File: src/rtl/vblank_arbiter.sv
// Round-robin, one-hot grant arbiter confined to the guarded vertical-blanking window.
// Optional saturating revoke counter is enabled by defining VBLANK_ARB_OVERRUN_CNT_EN.
module vblank_arbiter #(
   parameter int unsigned N_REQ            = 2,
   parameter int unsigned VBLANK_START     = 900,
   parameter int unsigned VTOTAL           = 926,
   parameter int unsigned GUARD_LINES      = 4,
   parameter int unsigned MAX_GRANT_CYCLES = 1024
) (
   input  logic             clk,
   input  logic             rst,
   input  logic [10:0]      vcount,
   input  logic [N_REQ-1:0] req,
   input  logic [N_REQ-1:0] done,
   output logic [N_REQ-1:0] gnt,
   output logic             frame_tick,
   output logic             overrun,
   output logic [7:0]       overrun_cnt
);

   localparam int unsigned IW = (N_REQ > 1) ? $clog2(N_REQ) : 1;
   localparam int unsigned CW = (MAX_GRANT_CYCLES > 1) ? $clog2(MAX_GRANT_CYCLES) : 1;
   localparam logic [10:0]   WIN_LO   = 11'(VBLANK_START);
   localparam logic [10:0]   WIN_HI   = 11'(VTOTAL - GUARD_LINES);
   localparam logic [CW-1:0] CNT_LAST = CW'(MAX_GRANT_CYCLES - 1);

   typedef enum logic [1:0] {
      WAIT_WIN = 2'd0,
      ARB      = 2'd1,
      GRANT    = 2'd2
   } state_t;

   state_t           state_q, state_d;
   logic             win_c, win_q, open_c;
   logic [N_REQ-1:0] served_q, served_d;
   logic [N_REQ-1:0] gnt_d;
   logic [IW-1:0]    rr_q, rr_d;
   logic [IW-1:0]    owner_q, owner_d;
   logic [CW-1:0]    cnt_q, cnt_d;
   logic             frame_tick_d, overrun_d;

   logic [N_REQ-1:0] eligible;
   logic             pick_found;
   logic [IW-1:0]    pick_idx;
   logic [IW:0]      sum;
   logic [IW-1:0]    cand;
   logic [IW-1:0]    rr_next;

   assign win_c   = (vcount >= WIN_LO) && (vcount < WIN_HI);
   assign open_c  = win_c & ~win_q;
   assign rr_next = (owner_q == IW'(N_REQ - 1)) ? '0 : owner_q + IW'(1);

   // First eligible requester searching upward from rr_q with wrap.
   always_comb begin
      eligible   = req & ~served_q;
      pick_found = 1'b0;
      pick_idx   = '0;
      sum        = '0;
      cand       = '0;
      for (int k = 0; k < N_REQ; k++) begin
         sum = {1'b0, rr_q} + (IW+1)'(k);
         if (sum >= (IW+1)'(N_REQ)) begin
            sum = sum - (IW+1)'(N_REQ);
         end
         cand = IW'(sum);
         if (!pick_found && eligible[cand]) begin
            pick_found = 1'b1;
            pick_idx   = cand;
         end
      end
   end

   // Next-state and registered-output logic.
   always_comb begin
      state_d      = state_q;
      served_d     = served_q;
      rr_d         = rr_q;
      owner_d      = owner_q;
      cnt_d        = cnt_q;
      gnt_d        = gnt;
      overrun_d    = 1'b0;
      frame_tick_d = open_c;

      case (state_q)
         WAIT_WIN: begin
            gnt_d = '0;
         end
         ARB: begin
            gnt_d = '0;
            if (!win_q) begin
               state_d = WAIT_WIN;
            end else if (pick_found) begin
               gnt_d[pick_idx] = 1'b1;
               owner_d         = pick_idx;
               cnt_d           = '0;
               state_d         = GRANT;
            end
         end
         GRANT: begin
            // done beats timeout beats window close
            if (|(done & gnt)) begin
               gnt_d             = '0;
               served_d[owner_q] = 1'b1;
               rr_d              = rr_next;
               state_d           = ARB;
            end else if (cnt_q == CNT_LAST) begin
               gnt_d             = '0;
               served_d[owner_q] = 1'b1;
               rr_d              = rr_next;
               overrun_d         = 1'b1;
               state_d           = ARB;
            end else if (!win_q) begin
               gnt_d             = '0;
               served_d[owner_q] = 1'b1;
               overrun_d         = 1'b1;
               state_d           = WAIT_WIN;
            end else begin
               cnt_d = cnt_q + CW'(1);
            end
         end
         default: begin
            gnt_d   = '0;
            state_d = WAIT_WIN;
         end
      endcase

      if (open_c) begin
         state_d  = ARB;
         served_d = '0;
         gnt_d    = '0;
      end
   end

   always_ff @(posedge clk or posedge rst) begin
      if (rst) begin
         state_q    <= WAIT_WIN;
         win_q      <= 1'b0;
         served_q   <= '0;
         rr_q       <= '0;
         owner_q    <= '0;
         cnt_q      <= '0;
         gnt        <= '0;
         frame_tick <= 1'b0;
         overrun    <= 1'b0;
      end else begin
         state_q    <= state_d;
         win_q      <= win_c;
         served_q   <= served_d;
         rr_q       <= rr_d;
         owner_q    <= owner_d;
         cnt_q      <= cnt_d;
         gnt        <= gnt_d;
         frame_tick <= frame_tick_d;
         overrun    <= overrun_d;
      end
   end

`ifdef VBLANK_ARB_OVERRUN_CNT_EN
   logic [7:0] ocnt_q;

   // Saturating count of forced revokes, cleared only by reset.
   always_ff @(posedge clk or posedge rst) begin
      if (rst) begin
         ocnt_q <= 8'd0;
      end else if (overrun_d && (ocnt_q != 8'hFF)) begin
         ocnt_q <= ocnt_q + 8'd1;
      end
   end

   assign overrun_cnt = ocnt_q;
`else
   assign overrun_cnt = 8'd0;
`endif

endmodule

File: config.mk
export PLATFORM = sky130hd
export DESIGN_NAME = vblank_arbiter
export DESIGN_NICKNAME = d
export VERILOG_FILES = /design/src/rtl/vblank_arbiter.sv
export SDC_FILE = /design/constraint.sdc
export NUM_CORES = 1
export LEC_CHECK = 0
export CORE_MARGIN = 4
export CORE_UTILIZATION = 40
export CTS_CLUSTER_SIZE = 30
export DETAILED_ROUTE_END_ITERATION = 10
export GPL_ROUTABILITY_DRIVEN = 0
export PLACE_DENSITY = 0.68
export SYNTH_ARGS = -nofsm -noshare
export SYNTH_HDL_FRONTEND = slang
export SYNTH_SLANG_ARGS = --single-unit
File: constraint.sdc
create_clock -name clk -period 2.05 [get_ports clk]
set_input_delay 0.41 -clock clk [delete_from_list [all_inputs] [get_ports clk]]
set_output_delay 0.41 -clock clk [all_outputs]
set_load 0.01 [all_outputs]
# Word-level counts from Yosys, hierarchy flattened
# Index checks and enable logic that the tools add are counted.
[word_totals]
ff_bits = 21
input_bits = 17
output_inout_bits = 12
wordCells = 102
[classes]
n_addsub = 5
order_cmp = 10
n_eq_ne = 12
muxes = 45
n_bitwise = 6
n_reduce_logical = 15
[op_table]
columns = ["operator", "n"]
rows = [
  ["2-to-1 mux 10 bit", 5],
  ["2-to-1 mux 2 bit", 16],
  ["one-hot mux 10 bit (2 select lines)", 1],
  ["2-to-1 mux 1 bit", 19],
  ["inequality test 2 bit (second input constant)", 6],
  ["greater-or-equal comparator 11 x 10 -> 1 bit (second input constant)", 1],
  ["less-than comparator 11 x 10 -> 1 bit (second input constant)", 1],
  ["adder 10 x 1 -> 10 bit (second input constant)", 1],
  ["equality test 10 bit (second input constant)", 1],
  ["less-than comparator 1 x 2 -> 1 bit (second input constant)", 4],
  ["one-hot mux 2 bit (3 select lines)", 1],
  ["AND reduction 3 bit", 2],
  ["AND reduction 6 bit", 1],
  ["nonzero test 2 bit", 3],
  ["inequality test 5 bit (second input constant)", 1],
  ["bitwise AND 2 bit", 2],
  ["logical AND 1 bit", 4],
  ["inequality test 4 x 1 -> 1 bit (second input constant)", 1],
  ["inequality test 4 bit (second input constant)", 1],
  ["one-hot mux 2 bit (2 select lines)", 1],
  ["AND reduction 2 bit", 2],
  ["adder 1 x 1 -> 2 bit (second input constant)", 1],
  ["demux 1 bit (select 1 bit)", 2],
  ["equality test 2 x 1 -> 1 bit (second input constant)", 1],
  ["other kinds (13)", 15],
]

# Longest topological paths before layout
# Gate-level depths: netlist (run 1).
[logic_depth]
depth_word = 16
mapped_depth = 8
depth_no_buf = 7

# Worst setup path after synthesis (run 1)
# Ideal clock, no wire load.
[synth_path]
kind = "register to register"
start = "register state_q[1]"
end = "register cnt_q[5]"
setup_time_ns = 0.125
t_arrival_ns = 1.790
required_time_ns = 1.925
slack_ns = 0.135
path_stages_with_launch = 9
path_buffers = 1
synth_period_minus_slack_ns = 1.915
path_cell_list = "dfrtp_1 inv_1 ha_1 clkbuf_4 inv_1 o31ai_1 a211oi_1 nand3_1 mux2_2"
[synth_between]
elab_chain_len = 3
elab_cells_between_ends = 10
classes_between = "7 x eq/ne; 1 x mux; 2 x reduce/logical"
[synth_rtl]
columns = ["item", "line_no", "text"]
rows = [
  ["from (decl)", "33", "state_t state_q, state_d;"],
  ["from (signal assigned)", "146", "state_q <= state_d;"],
  ["equality test 2 bit or equality test 2 x 1 -> 1 bit (tied branches)", "84", "case (state_q)"],
  ["inequality test 2 bit (no source line) or nonzero test 2 bit (tied branches)", "-", ""],
  ["AND reduction 6 bit (no source line)", "-", ""],
  ["to (signal assigned)", "151", "cnt_q <= cnt_d;"],
  ["to (decl)", "39", "logic [CW-1:0] cnt_q, cnt_d;"],
]
# Several ways; a longest one is shown, not always the timed one.
# A chain may end at the register's enable or synchronous reset.

# Worst setup path in the final report (run 1)
[layout_path]
start = "register state_q[1]"
end = "register cnt_q[7]"
# Same word-level chain as after synthesis.

==> out/qor.yml, run 1 <==
clocking:
  numCtsBuffers: 3
  cts_resized: 0
  path_clk_slew_ns: 0.12
  cts.sinks: 21
  root_buffer: "clkbuf_4"
  htree_levels: 1
  cts_setup_buffers: 0
  clock_path_buffers: 2
  holdBufCountCts: 0
  worstSkewPairLatency_ns: 0.32
  cts_tree: "built"
timing:
  finClkSkew_ns: 0.00488
  hold_viol_final: 0
  fmax_mhz: 521
  fin_ws_ns: 0.131
  layout_min_cycle_time_ns: 1.92
  drv_slew: 0
  min_period_over_period_pct: 93.6
  finalSetupViolations: 0
  hold_slack_ns: 0.401
cells_and_area:
  utilization_pct: 52.8
  final_common_cell: "dfrtp_1"
  drive_gt1_share_pct: 24.1
  nNetsFinal: 188
  final_cell_mix: "dfrtp_1 (21), clkdlybuf4s50_1 (19), buf_4 (16), nor2_1 (15)"
  multi_input_area_um2: 676
  instances_no_fill: 210
  n_antenna_cell: 0
  seq_area_um2: 526
  syn2layout_area_growth_pct: 26.0
  n_fill_cell: 285
yosys:
  syn_inst: 132
  synthAdderAreaFrac_pct: 3.88
  ys_seq_area_share_pct: 40.8
  synth_xor_area_share_pct: 2.72
  synth_area_per_cell_um2: 9.76
  synthArstFlopShare_pct: 100
  synth_compound_area_share_pct: 17.6
  synth_edf_count: 0
  synth_warnings: 0
  synth_ff_type: "dfrtp_1"
  syn_area_mm2: 0.00129
  yosysUniqueCellTypes: 47
  yosys.area_share.simple_pct: 22.5
  synth_top_family_by_area: "simple AND/OR/NAND/NOR gates"
  yosys-mux-area-fraction_pct: 2.62
  synth_seq_cells: 21
routing:
  drc: 0
  num_vias: 1044
  viasPerCell: 4.97
  wl_per_cell_um: 12.9
  routed_wl_mm: 2.70
  first_pass_iters: 6
  ant_nets: 0
  drt_iter0_drc: 48
pwr:
  p_sw_mw: 0.262
  p_comb_share_pct: 25.1
  p_seq_share_pct: 51.0
  total_leakage_power_nw: 0.740
  internal_power_mw: 0.618
  p_sw_share_pct: 29.8
  ir_drop_mv: 0.183
  power_density_mw_per_mm2: 542
  p_clk_share_pct: 23.9
floorplanning:
  io_pins: 29
  initial_core_util_pct: 41.9
  dieWidth_um: 64.8
  die_h_um: 64.8
  core_mm2: 0.00308
  fp-row-count: 20
  die_area_mm2: 0.00419
placement:
  place_hpwl_mm: 2.04
  dp_cells: 206
  dp_slack_ns: -0.126
  io_buffers: 19
run_status:
  status: "completed"
hold_path:
  hold_class: "in -> async"
global_route:
  antenna_found_initial: 0
  first_global_vias: 984
  grt_max_degree: 22
  grt_pass1_wl_mm: 4.64
  overflow: 0
  grt_usage_pct: 14.0
worst_setup_path:
  required_ns: 2.26
  critical_path_class: "reg -> reg"
  critPathCaptureType: "register"
  reg2reg_slack_ns: 0.13
  crit_path_max_fanout: 5
  cp_data_arrival_time_ns: 2.13
  rr_worst_depth: 8
  worstSetupStartpointType: "register"
run:
  drv_cap: 0
-- synth_stat cells, types with 2 or more instances --
library cell  number  area, um2
a211oi_1           4       30.0
a21oi_1            2       10.0
a31oi_1            3       18.8
and3_2             2       15.0
buf_4              8       60.1
buf_6              2       22.5
dfrtp_1           21        526
ha_1               4       50.1
inv_1              8       30.0
mux2_2             3       33.8
nand2_1            8       30.0
nand3_1            7       35.0
nand4_1            3       18.8
nor2_1            15       56.3
nor2b_1            3       18.8
o21a_1             2       15.0
o21ai_0            2       10.0
o31ai_1            3       22.5
xnor2_1            4       35.0
-- sequential cells by signal, summed over array words and instances (netlist names) --
register,flops
rr_q,1
owner_q,1
served_q,2
frame_tick,1
state_q,2
gnt,2
overrun,1
cnt_q,10
win_q,1
-- metrics by stage --
step	total power, mW	instance area, um2	setup TNS [ns]
after floorplan	0.614	1320	0
after global placement	0.662	1590	-0.152
after detailed placement	0.674	1590	-0.267
after CTS	0.881	1610	0
after global routing	0.931	1620	-0.0134
final	0.880	1620	0
-- power by group through the flow --
stage          Sequential (mW)  Combinational [mW]  Clock, mW
2_1_floorplan            0.453               0.161          0
3_3_place_gp             0.455               0.207          0
3_5_place_dp             0.457               0.217          0
4_1_cts                  0.449               0.218      0.214
5_1_grt                  0.452               0.245      0.235
6_report                 0.449               0.221      0.210
-- worst paths after layout --
check,from,end
setup reg to reg,state_q[1],cnt_q[7]
min in group clk,served_q[1],served_q[1]
setup / recovery,state_q[1],cnt_q[7]
hold reg to reg,served_q[1],served_q[1]
max in group asynchronous,rst,gnt[1]
hold / removal,rst,cnt_q[3]
-- routing by layer --
metal / routed length [um] / track usage [%] / vias up
li1: - / - / 526
met1: 1240 / 18.9 / 497
met2: 1340 / 22.2 / 17
met3: 75 / 1.39 / 4
met4: 48 / 6.86 / 0
met5: 0 / 0 / -
-- kinds of logic (layout without fill, tap and decap cells) --
group                    count (synthesis)  count (layout)
XOR/XNOR                                 4               4
other                                    1               8
multiplexers                             3               3
AND/OR/NAND/NOR                         51              51
buffers and inverters                   20              47
flip-flops                              21              21
AO/OA/AOI/OAI                           28              28
adder cells (fa/ha/maj)                  4               4
-- critical path, stage by stage, from the launching register on --
cell	delay, ns
dfrtp_1	0.40
inv_1	0.10
ha_1	0.27
inv_1	0.08
o31ai_2	0.31
a211oi_1	0.09
buf_4	0.16
nand3_1	0.08
mux2_2	0.34
-- final cells by class --
cell class / count / share of cell area (%)
Clock buffer: 3 / 1.39
Clock inverter: 1 / 0.308
Inverter: 8 / 1.85
Multi-Input combinational cell: 98 / 41.6
Sequential cell: 21 / 32.4
Tap cell: 44 / 3.39
Timing Repair Buffer: 35 / 19.1
No activity file was read; power rests on OpenSTA's default activity.
==> inputs of run 2 (changes only) <==
==> constraint.sdc (replaced) <==
create_clock -name clk -period 1.6 [get_ports clk]
set_input_delay 0.32 -clock clk [delete_from_list [all_inputs] [get_ports clk]]
set_output_delay 0.32 -clock clk [all_outputs]
set_load 0.01 [all_outputs]
==> run 2 against run 1 <==
Compared with the run above:
- the flow now finishes with violations (setup timing)
- fmax grew 5.2%
- clock skew grew 0.0040 ns
- wire length grew 38%
- worst setup slack lost 0.36 ns
- critical path depth is the same
- largest cell class unchanged
- non-clock buffer count grew 30
- sequential share of layout area shrank 7.2 points
- final cell count grew 14%
==> out/qor.yml, run 2 (same netlist as run 1, synthesis figures left out) <==
worst_setup_path:
  critical_path_class: "reg -> reg"
  crit_path_max_fanout: 3  # -2
  cp_data_arrival_time_ns: 2.04  # -0.09 ns
  rr_worst_depth: 8  # unchanged
  required_ns: 1.81  # -0.45 ns
  r2r-start: "cnt_q[0]"
  worstSetupStartpointType: "register"
  r2r-end: "cnt_q[1]"
  critPathCaptureType: "register"
  reg2reg_slack_ns: -0.23  # -0.36 ns
hold_path:
  hold_class: "in -> async"
global_route:
  overflow: 0  # unchanged
  grt_pass1_wl_mm: 5.89  # +27%
  grt_usage_pct: 17.8  # +3.9 points
  grt_max_degree: 22  # unchanged
  antenna_found_initial: 0  # unchanged
  first_global_vias: 1345  # +37%
cells_and_area:
  largest_reg_flops: 10  # unchanged
  final_common_cell: "buf_4"
  n_fill_cell: 241  # -15%
  largest_register: "cnt_q"
  n_antenna_cell: 0  # unchanged
  nNetsFinal: 218  # +16%
  drive_gt1_share_pct: 48.5  # +24 points
  final_cell_mix: "buf_4 (39), dfrtp_1 (20), clkdlybuf4s50_1 (17), nor2_1 (14), conb_1 (8)"
  syn2layout_area_growth_pct: 62.4
timing:
  hold_viol_final: 0  # unchanged
  fin_ws_ns: -0.225  # -0.356 ns
  layout_min_cycle_time_ns: 1.83  # -0.0942 ns
  finClkSkew_ns: 0.00892  # +0.00404 ns
  fmax_mhz: 548  # +5.2%
  drv_slew: 0  # unchanged
  finalSetupViolations: 14  # +14
  min_period_over_period_pct: 114  # +20 points
  rsz0062_at_grt: "true"
  fin_tns_setup_ns: -2.15  # -2.15 ns
clocking:
  worstSkewPairLatency_ns: 0.31  # about the same
  clock_path_buffers: 2  # unchanged
  cts.sinks: 21  # unchanged
  cts_tree: "built"
  htree_levels: 1  # unchanged
  root_buffer: "clkbuf_4"
  path_clk_slew_ns: 0.13  # about the same
  numCtsBuffers: 3  # unchanged
  holdBufCountCts: 0  # unchanged
routing:
  routed_wl_mm: 3.72  # +38%
  first_pass_iters: 4  # -2
  num_vias: 1262  # +21%
  ant_nets: 0  # unchanged
  drt_iter0_drc: 72  # +50%
  viasPerCell: 5.26  # +5.8%
  drc: 0  # unchanged
  wl_per_cell_um: 15.5  # +21%
pwr:
  power_density_mw_per_mm2: 631  # +16%
  p_clk_share_pct: 20.5  # -3.4 points
  p_seq_share_pct: 44.2  # -6.8 points
  p_sw_share_pct: 31.2  # +1.4 points
  ir_drop_mv: 0.454  # +150%
  p_comb_share_pct: 35.4  # +10 points
  total_leakage_power_nw: 0.961  # +30%
  p_sw_mw: 0.412  # +57%
  internal_power_mw: 0.908  # +47%
  p_total_mw: 1.32  # +50%
floorplanning:
  core_mm2: 0.00308  # unchanged
  fp-row-count: 20  # unchanged
  die_h_um: 64.8  # unchanged
  io_pins: 29  # unchanged
  dieWidth_um: 64.8  # unchanged
  initial_core_util_pct: 41.9  # unchanged
  die_area_mm2: 0.00419  # unchanged
placement:
  io_buffers: 19  # unchanged
  place_hpwl_mm: 2.50  # +22%
  dp_slack_ns: -0.390  # -0.263 ns
run_status:
  violations: "setup timing"
  status: "finished, violations left"
run:
  drv_cap: 0  # unchanged
## run 2: cell count changes in the layout (fill, tap and decap cells not counted), sizes merged
cell           previous run  this run
buf                      16        46
clkbuf                    3         4
dlygate4sd2               0         1
clkdlybuf4s50            19        17
clkinv                    1         0
dlymetal6s2s              0         1
## run 2: what timing repair did
| action | 4_1_cts | 5_1_grt |
|---|---|---|
| buffers inserted | 3 | 7 |
| endpoints found under the setup margin | 15 | 18 |
| resized for setup | 18 | 27 |
| pin swaps | 6 | 11 |
## run 2: cell type report
type                            count  area, um2  share of cell area, %
Sequential cell                    21        527                   25.2
Inverter                            8       30.0                   1.43
Multi-Input combinational cell     98        883                   42.2
Timing Repair Buffer               65        572                   27.3
Tap cell                           44       55.1                   2.63
Clock buffer                        4       26.3                   1.26
## run 2: how the worst max path moves through the flow
| stage | startpoint | endpoint | slack (ns) |
|---|---|---|---|
| floorplan | cnt_q[0] | state_q[1] | -0.14 |
| global placement | req[1] | state_q[1] | -0.33 |
| detailed placement | req[0] | cnt_q[4] | -0.39 |
| CTS | cnt_q[0] | state_q[1] | -0.21 |
| global route | cnt_q[1] | cnt_q[1] | -0.29 |
| finish | cnt_q[0] | cnt_q[1] | -0.23 |
## run 2: power groups by stage
stage               clock [mW]  combinational, mW  sequential [mW]
global route             0.301              0.504            0.587
detailed placement           0              0.363            0.582
global placement             0              0.342            0.579
finish                   0.270              0.467            0.583
floorplan                    0              0.219            0.580
CTS                      0.271              0.425            0.580
## run 2: critical path, cell delays in order (launching register included)
cell and delay (ns):
dfrtp_1 0.38, ha_2 0.21, nand2_4 0.05, buf_4 0.14
o31ai_4 0.36, nand2_2 0.15, buf_6 0.15, nand4_1 0.07
a21bo_2 0.22
## run 2: metal layers
metal	vias to the layer above	track usage [%]	routed length, um
met2	36	33.8	2060
met3	8	2.95	153
li1	584	-	-
met1	634	18.6	1440
met4	0	8.97	65
met5	-	0	0
## run 2: through the flow
| step | hold slack [ns] | instances | util (%) | instance area (um2) |
|---|---|---|---|---|
| after floorplan | 0.297 | 139 | - | 1350 |
| after global routing | 0.330 | 240 | 68.0 | 2090 |
| after detailed placement | 0.486 | 227 | 58.2 | 1790 |
| after CTS | 0.328 | 234 | 62.4 | 1920 |
| final | 0.315 | 240 | 68.0 | 2090 |
| after global placement | 0.475 | 227 | 58.2 | 1790 |
